<file path="config.mk">
export PLATFORM = sky130hd
export DESIGN_NAME = convert_to_bcd
export DESIGN_NICKNAME = d
export VERILOG_FILES = /design/src/rtl/convert_to_bcd.sv
export SDC_FILE = /design/constraint.sdc
export NUM_CORES = 1
export LEC_CHECK = 0
export ABC_AREA = 1
export CELL_PAD_IN_SITES_DETAIL_PLACEMENT = 0
export CELL_PAD_IN_SITES_GLOBAL_PLACEMENT = 1
export CORE_MARGIN = 8
export CORE_UTILIZATION = 41
export CTS_BUF_LIST = sky130_fd_sc_hd__clkbuf_4 sky130_fd_sc_hd__clkbuf_8
export DETAILED_ROUTE_END_ITERATION = 16
export GPL_ROUTABILITY_DRIVEN = 0
export PLACE_DENSITY = 0.81
export SYNTH_ARGS = -nofsm -noshare
export SYNTH_HDL_FRONTEND = slang
export SYNTH_SLANG_ARGS = --single-unit
</file>
<file path="constraint.sdc">
create_clock -name clk -period 1.4 [get_ports clk]
set_input_delay 0.14 -clock clk [delete_from_list [all_inputs] [get_ports clk]]
set_output_delay 0.14 -clock clk [all_outputs]
set_load 0.03 [all_outputs]
</file>
<file path="src/rtl/convert_to_bcd.sv">
// Iterative binary-to-BCD converter (double-dabble) with a start/busy/done handshake.
// Operands above the largest N_DIGITS-digit decimal value saturate to all nines and raise overflow.
module convert_to_bcd #(
  parameter int N_DIGITS = 8,
  parameter int IN_WIDTH = 32
) (
  input  logic                    clk,
  input  logic                    rst,
  input  logic                    start,
  input  logic [IN_WIDTH-1:0]     sourceNum,
  output logic [4*N_DIGITS-1:0]   result,
  output logic                    busy,
  output logic                    done,
  output logic                    overflow
);

  localparam int BCD_W = 4 * N_DIGITS;
  localparam int CNT_W = $clog2(IN_WIDTH);
  localparam logic [CNT_W-1:0] LAST_ITER = CNT_W'(IN_WIDTH - 1);

  function automatic logic [63:0] max_decimal(input int n_digits);
    logic [63:0] m;
    m = 64'd1;
    for (int i = 0; i < n_digits; i++) begin
      m = m * 64'd10;
    end
    return m - 64'd1;
  endfunction

  localparam logic [63:0]      MAX_VAL = max_decimal(N_DIGITS);
  localparam logic [BCD_W-1:0] SAT_VAL = {N_DIGITS{4'h9}};

  // Handshake: start is honoured only in ST_IDLE; busy is high from the accepting
  // edge until the FINISH edge; done pulses for the single cycle after that edge.
  typedef enum logic [1:0] {
    ST_IDLE   = 2'd0,
    ST_SHIFT  = 2'd1,
    ST_FINISH = 2'd2
  } state_e;

  state_e              state_q, state_d;
  logic [IN_WIDTH-1:0] shift_q, shift_d;
  logic [BCD_W-1:0]    bcd_q, bcd_d;
  logic [CNT_W-1:0]    cnt_q, cnt_d;
  logic                ovf_pend_q, ovf_pend_d;
  logic [BCD_W-1:0]    result_q, result_d;
  logic                overflow_q, overflow_d;
  logic                done_q, done_d;

  logic [BCD_W-1:0]    bcd_adj;
  logic [3:0]          digit;
  logic                bcd_carry;

  always_ff @(posedge clk) begin
    if (rst) begin
      state_q    <= ST_IDLE;
      shift_q    <= '0;
      bcd_q      <= '0;
      cnt_q      <= '0;
      ovf_pend_q <= 1'b0;
      result_q   <= '0;
      overflow_q <= 1'b0;
      done_q     <= 1'b0;
    end else begin
      state_q    <= state_d;
      shift_q    <= shift_d;
      bcd_q      <= bcd_d;
      cnt_q      <= cnt_d;
      ovf_pend_q <= ovf_pend_d;
      result_q   <= result_d;
      overflow_q <= overflow_d;
      done_q     <= done_d;
    end
  end

  always_comb begin
    state_d = state_q;
    case (state_q)
      ST_IDLE:   if (start) state_d = ST_SHIFT;
      ST_SHIFT:  if (cnt_q == LAST_ITER) state_d = ST_FINISH;
      ST_FINISH: state_d = ST_IDLE;
      default:   state_d = ST_IDLE;
    endcase
  end

  always_comb begin
    shift_d    = shift_q;
    bcd_d      = bcd_q;
    cnt_d      = cnt_q;
    ovf_pend_d = ovf_pend_q;
    result_d   = result_q;
    overflow_d = overflow_q;
    done_d     = 1'b0;
    bcd_adj    = '0;
    digit      = '0;
    bcd_carry  = 1'b0;

    case (state_q)
      ST_IDLE: begin
        if (start) begin
          shift_d    = sourceNum;
          bcd_d      = '0;
          cnt_d      = '0;
          ovf_pend_d = (64'(sourceNum) > MAX_VAL);
        end
      end
      ST_SHIFT: begin
        for (int k = 0; k < N_DIGITS; k++) begin
          digit = bcd_q[4*k +: 4];
          bcd_adj[4*k +: 4] = (digit >= 4'd5) ? (digit + 4'd3) : digit;
        end
        // A bit leaving the top digit can only happen for out-of-range operands,
        // so folding it into the pending flag keeps the saturation decision safe.
        {bcd_carry, bcd_d} = {bcd_adj, shift_q[IN_WIDTH-1]};
        shift_d    = {shift_q[IN_WIDTH-2:0], 1'b0};
        cnt_d      = cnt_q + CNT_W'(1);
        ovf_pend_d = ovf_pend_q | bcd_carry;
      end
      ST_FINISH: begin
        result_d   = ovf_pend_q ? SAT_VAL : bcd_q;
        overflow_d = ovf_pend_q;
        done_d     = 1'b1;
      end
      default: begin
        done_d = 1'b0;
      end
    endcase
  end

  assign busy     = (state_q != ST_IDLE);
  assign done     = done_q;
  assign result   = result_q;
  assign overflow = overflow_q;

endmodule

</file>
======== Word-level counts from Yosys, hierarchy flattened ========
Index checks and enable logic that the tools add are counted.
cells by class
  shift-type cells ........................ 0
  reduce and logical (&&, ||, !) cells .... 5
  equal/unequal tests ..................... 5
  multipliers ............................. 0
  muxes and demuxes ....................... 21
  magnitude comparators ................... 9
  bitwise operators ....................... 1
  add/sub/neg operators ................... 9
  divide/modulo/power cells ............... 0
operator list
  operator                                                                              number
  32-bit one-hot mux with 2 select lines                                                2
  32-bit two-way mux                                                                    3
  4-bit by 2-bit adder with 4-bit output (second input constant)                        8
  4-bit by 3-bit greater-or-equal comparator with 1-bit output (second input constant)  8
  32-bit by 27-bit greater-than comparator with 1-bit output (second input constant)    1
  4-bit two-way mux                                                                     8
  5-bit one-hot mux with 2 select lines                                                 1
  5-bit by 1-bit adder with 5-bit output (second input constant)                        1
  5-bit == test (second input constant)                                                 1
  5-bit two-way mux                                                                     1
  2-bit two-way mux                                                                     2
  2-bit inequality test (second input constant)                                         2
  2-bit one-hot mux with 2 select lines                                                 1
  2-bit AND reduction                                                                   2
  2-bit nonzero test                                                                    2
  2-bit by 1-bit == test with 1-bit output (second input constant)                      1
  2-bit == test (second input constant)                                                 1
  2-bit zero test                                                                       1
  1-bit two-way mux                                                                     2
  1-bit one-hot mux with 2 select lines                                                 1
  1-bit bitwise OR                                                                      1
word-level totals
  latch bits .............................. 0
  input port bits ......................... 35
  memories ................................ 0
  ROM bits ................................ 0
  word-level logic and storage cells ...... 58
  RAM bits ................................ 0
  output and inout port bits .............. 35
  register bits after elaboration ......... 106

======== Logic depth before layout (Yosys ltp) ========
  word-level depth ........................ 4
  gate-level depth with buffers ........... 10
  mapped depth without buffers ............ 10

======== Worst setup path after synthesis ========
No wires, ideal clock.
  kind .................................... register -> register
  from .................................... register state_q[0]
  to ...................................... register shift_q[26]
  setup slack ............................. 69 ps
  period minus slack after synthesis ...... 1331 ps
  setup time .............................. 109 ps
  buffers on the path ..................... 1
  data required time ...................... 1291 ps
  cell stages (with the launch flop) ...... 11
  arrival time ............................ 1222 ps
  cell sequence ........................... dfxtp_1 inv_2 nor2_8 inv_4 nand2_4 inv_4 buf_6 a22oi_2 nand2_1 nand2_1 inv_1
on the way
  cells in the longest elaborated chain, start to end .. 3
  elaborated cells on any way between the ends .. 6
  classes of those cells .................. 2 x eq/ne; 1 x mux; 3 x reduce/logical
RTL lines
  element                                                                             line  text
  from (decl)                                                                         41    state_e state_q, state_d;
  from (signal assigned)                                                              65    state_q <= state_d;
  2-bit by 1-bit == test with 1-bit output / 2-bit zero test (equally long branches)  98    case (state_q)
  2-bit nonzero test (no line) / 2-bit inequality test (equally long branches)        -
  2-bit AND reduction (no line)                                                       -
  to (signal assigned)                                                                66    shift_q <= shift_d;
  to (decl)                                                                           42    logic [IN_WIDTH-1:0] shift_q, shift_d;
Parallel ways exist; a longest one is shown, timed or not.
A chain may end at the register's enable or synchronous reset.

======== Worst setup path in the final report ========
  from .................................... register bcd_q[28]
  to ...................................... register bcd_q[29]
on the way
  cells in the longest elaborated chain, start to end .. 3
  elaborated cells on any way between the ends .. 4
  classes of those cells .................. 1 x add/sub; 1 x order compare; 2 x mux
RTL lines
  element                                                                                                                        line  text
  from (decl)                                                                                                                    43    logic [BCD_W-1:0] bcd_q, bcd_d;
  from (signal assigned)                                                                                                         58    bcd_q <= '0;
  from (signal assigned)                                                                                                         67    bcd_q <= bcd_d;
  4-bit by 2-bit adder with 4-bit output / 4-bit by 3-bit greater-or-equal comparator with 1-bit output (equally long branches)  110   bcd_adj[4*k +: 4] = (digit >= 4'd5) ? (digit + 4'd3) : digit;
  4-bit two-way mux *                                                                                                            110
  32-bit one-hot mux with 2 select lines *                                                                                       98
Every way passes the cells marked *; elsewhere a longest branch is shown, timed or not.

==> reports/summary.txt <==
Max stage delay on crit path: 0.34 ns
Worst-path fanout max: 4
Leading area contributor after synthesis: dfxtp_1
Synth Warn #: 0
Final Util: 0.532
Setup crit end kind: register
Met2 Usage GRT: 0.258
Period utilization: 0.942
Initial Util: 0.414
Detailed Routing Iterations Pass 1: 4
Met1 usage: 0.186
Worst slew pin tran: 0.493 ns
H-tree depth: 3
GRT busiest layer: met2
Top post-synthesis cells by area: dfxtp_1 43%, nand2_1 17%, a21oi_1 6.8%
Hold WC Path Type: input pin to register
Data arrival, critical path: 1.64 ns
Crit path cell chain: inv_1 > ha_2 > nor2_4 > buf_4 > o21ai_0 > nand3_1 > a21oi_1
Nets@finish: 836
Starting DRC count in detailed routing: 264
Sum Neg Setup Slack: 0 ns
GRT met3 Usage: 0.0391
Max VDD drop: 353 uV
Drt total wl: 12.4 mm
Global Route Usage Sum: 0.156
Antenna Cells: 0
Die H: 125 um
Yosys cell types: 31
Seq cells post-synth: 106
Root Driver: clkbuf_8
Placed insts: 914
Peak Freq: 0.759 GHz
TritonCTS Buffers: 9
Core area: 0.0119 mm2
Outcome: completed
Grt ovf: 0
Static leakage: 2.57 nW
Worst setup path startpoint: bcd_q[28]$_SDFFE_PP0P_
WP buf/inv: 2
Syn nets: 745
Share of layout cells above drive strength 1: 0.151
FFs w/ async S/R, synth: 0
Endpoints failing setup: 0
Min cycle time layout: 1.32 ns
Largest net degree at the start of global routing: 55
Placement Cell Area: 0.00599 mm2
Total power: 0.00554 W
CP top delay family: flip-flops
Flop2flop setup slack: 0.08 ns
Top_reg_cell synth: dfxtp_1
EDFF count, synth: 0
Count leader, synth: nand2_1
CTS tree: built
Hold_buf cts: 0
Area delta synth->final: 28.7%
Reg2reg start: bcd_q[28]$_SDFFE_PP0P_
Worst reg2reg endpoint: bcd_q[29]$_SDFFE_PP0P_
IO Pins: 70
# clock sinks: 106
Required @ worst endpoint: 1.72 ns
Synth top area share: 0.433
Clock slew at reported path FFs: 0.10 ns
Register area share after synthesis: 0.433
Max-cap violations: 0
First-pass GRT wire length: 20.5 mm
RSZ-0062 raised after global routing: false
Final Max Slew Viols: 0
Critical path depth: 7
Final HPWL DP: 8.58 mm
Post-Route Skew: 0.00974 ns
Vias in the first global route: 4,434
PortBufs: 69
Die span in x: 125 um
Reg2Reg Depth: 7
Startpoint type of the worst setup path: register
Avg WL per Cell: 13.2 um
Worst Setup EP: bcd_q[29]$_SDFFE_PP0P_
Fin area: 0.00631 mm2
Max-slew headroom: 0.671
Via density: 4.99
Clk buf depth: 2
Routed Antenna Nets: 0
Synth top cells by count: 227 x nand2_1, 106 x dfxtp_1, 67 x a21oi_1
Initial antenna violation count: 0
CP max-delay cell: dfxtp_2
Final hold vios: 0
Clock latency on the worst-skew pair: 0.38 ns
Syn Inst Count: 692
Final Non-Filler Cells: 935
Post-Syn Area: 0.00490 mm2
Pwr Density: 877 mW/mm2
CP Class: register to register
Die ar.: 0.0157 mm2
Avg Inst Size Synth: 7.09 um2
Post-route DRC: 0
# rows: 40
Vias: 4,670
[power breakdown]
group,leakage [nW],switching (W),internal (W)
clock network,0.0988,0.00105,0.000736
logic,1.60,0.000356,0.000278
registers,0.868,0.0000429,0.00308
[layout make-up]
class / count / area [um2]
multi-input combinational: 488 / 2460
inverter: 65 / 254
clock buffer: 11 / 151
fill: 1194 / 5550
tap: 147 / 184
sequential: 106 / 2150
clock inverter: 5 / 28.8
timing repair buffer: 113 / 1080
[worst min-delay path by stage]
stage | from | to | slack [ns] | depth (start not counted)
5_1_grt | rst | shift_q[13]$_SDFFE_PP0P_ | 0.23 | 4
6_report | rst | shift_q[28]$_SDFFE_PP0P_ | 0.18 | 4
2_1_floorplan | sourceNum[0] | shift_q[0]$_SDFFE_PP0P_ | 0.29 | 2
3_5_place_dp | result[29]$_SDFFE_PP0P_ | result[29]$_SDFFE_PP0P_ | 0.45 | 2
3_3_place_gp | result[23]$_SDFFE_PP0P_ | result[23]$_SDFFE_PP0P_ | 0.45 | 2
4_1_cts | rst | shift_q[28]$_SDFFE_PP0P_ | 0.17 | 4
[cell usage in the layout (no fill, tap or decap), types with 5 or more instances in the layout]
master	instances
a21oi_1	66
a31oi_1	21
buf_12	7
buf_4	35
clkbuf_8	11
clkdlybuf4s50_1	33
dfxtp_1	92
dfxtp_2	9
dfxtp_4	5
dlygate4sd2_1	34
ha_1	15
inv_1	51
inv_2	10
nand2_1	227
nand3_1	16
nor2_1	49
nor2_2	11
o211ai_1	9
o21ai_0	38
xor2_1	6
[per-layer routing]
layer,part of all wire,wire length (um)
met1,0.47,5780
met2,0.46,5730
met3,0.049,608
met4,0.022,267
met5,0,0
[registers in the layout, summed over array words and instances (netlist names)]
name / cells
shift_q: 32
ovf_pend_q: 1
cnt_q: 5
overflow: 1
state_q: 2
bcd_q: 32
done: 1
result: 32
[worst register-to-register path, stage by stage, from the launching register on]
cell and delay [ns]:
dfxtp_2 0.34, inv_1 0.12, ha_2 0.23, nor2_4 0.05
buf_4 0.13, o21ai_0 0.16, nand3_1 0.09, a21oi_1 0.13
[repair_timing]
item	in CTS	in global routing
setup buffers	0	4
gates resized for setup	38	51
endpoints found under the setup margin	46	29
cloned	0	1
pin swaps	0	10
endpoints found under the hold margin	0	0
[cells by family after synthesis]
kind of cell,after synthesis,share of synthesized area
xor gates and xnor gates,6,0.0107
AOI/OAI and AO/OA,147,0.168
DFF,106,0.433
buffers and inverters,98,0.0832
adders and majority gates,18,0.0459
and+or+nand+nor,317,0.260
[through the flow]
stage	hold WS [ns]	setup WS, ns
floorplan	0.287	0.0687
global placement	0.449	0.00463
detailed placement	0.455	-0.0160
CTS	0.171	0.0000691
global route	0.228	0.000612
finish	0.184	0.0818
Power figures use the tool's default switching activity.
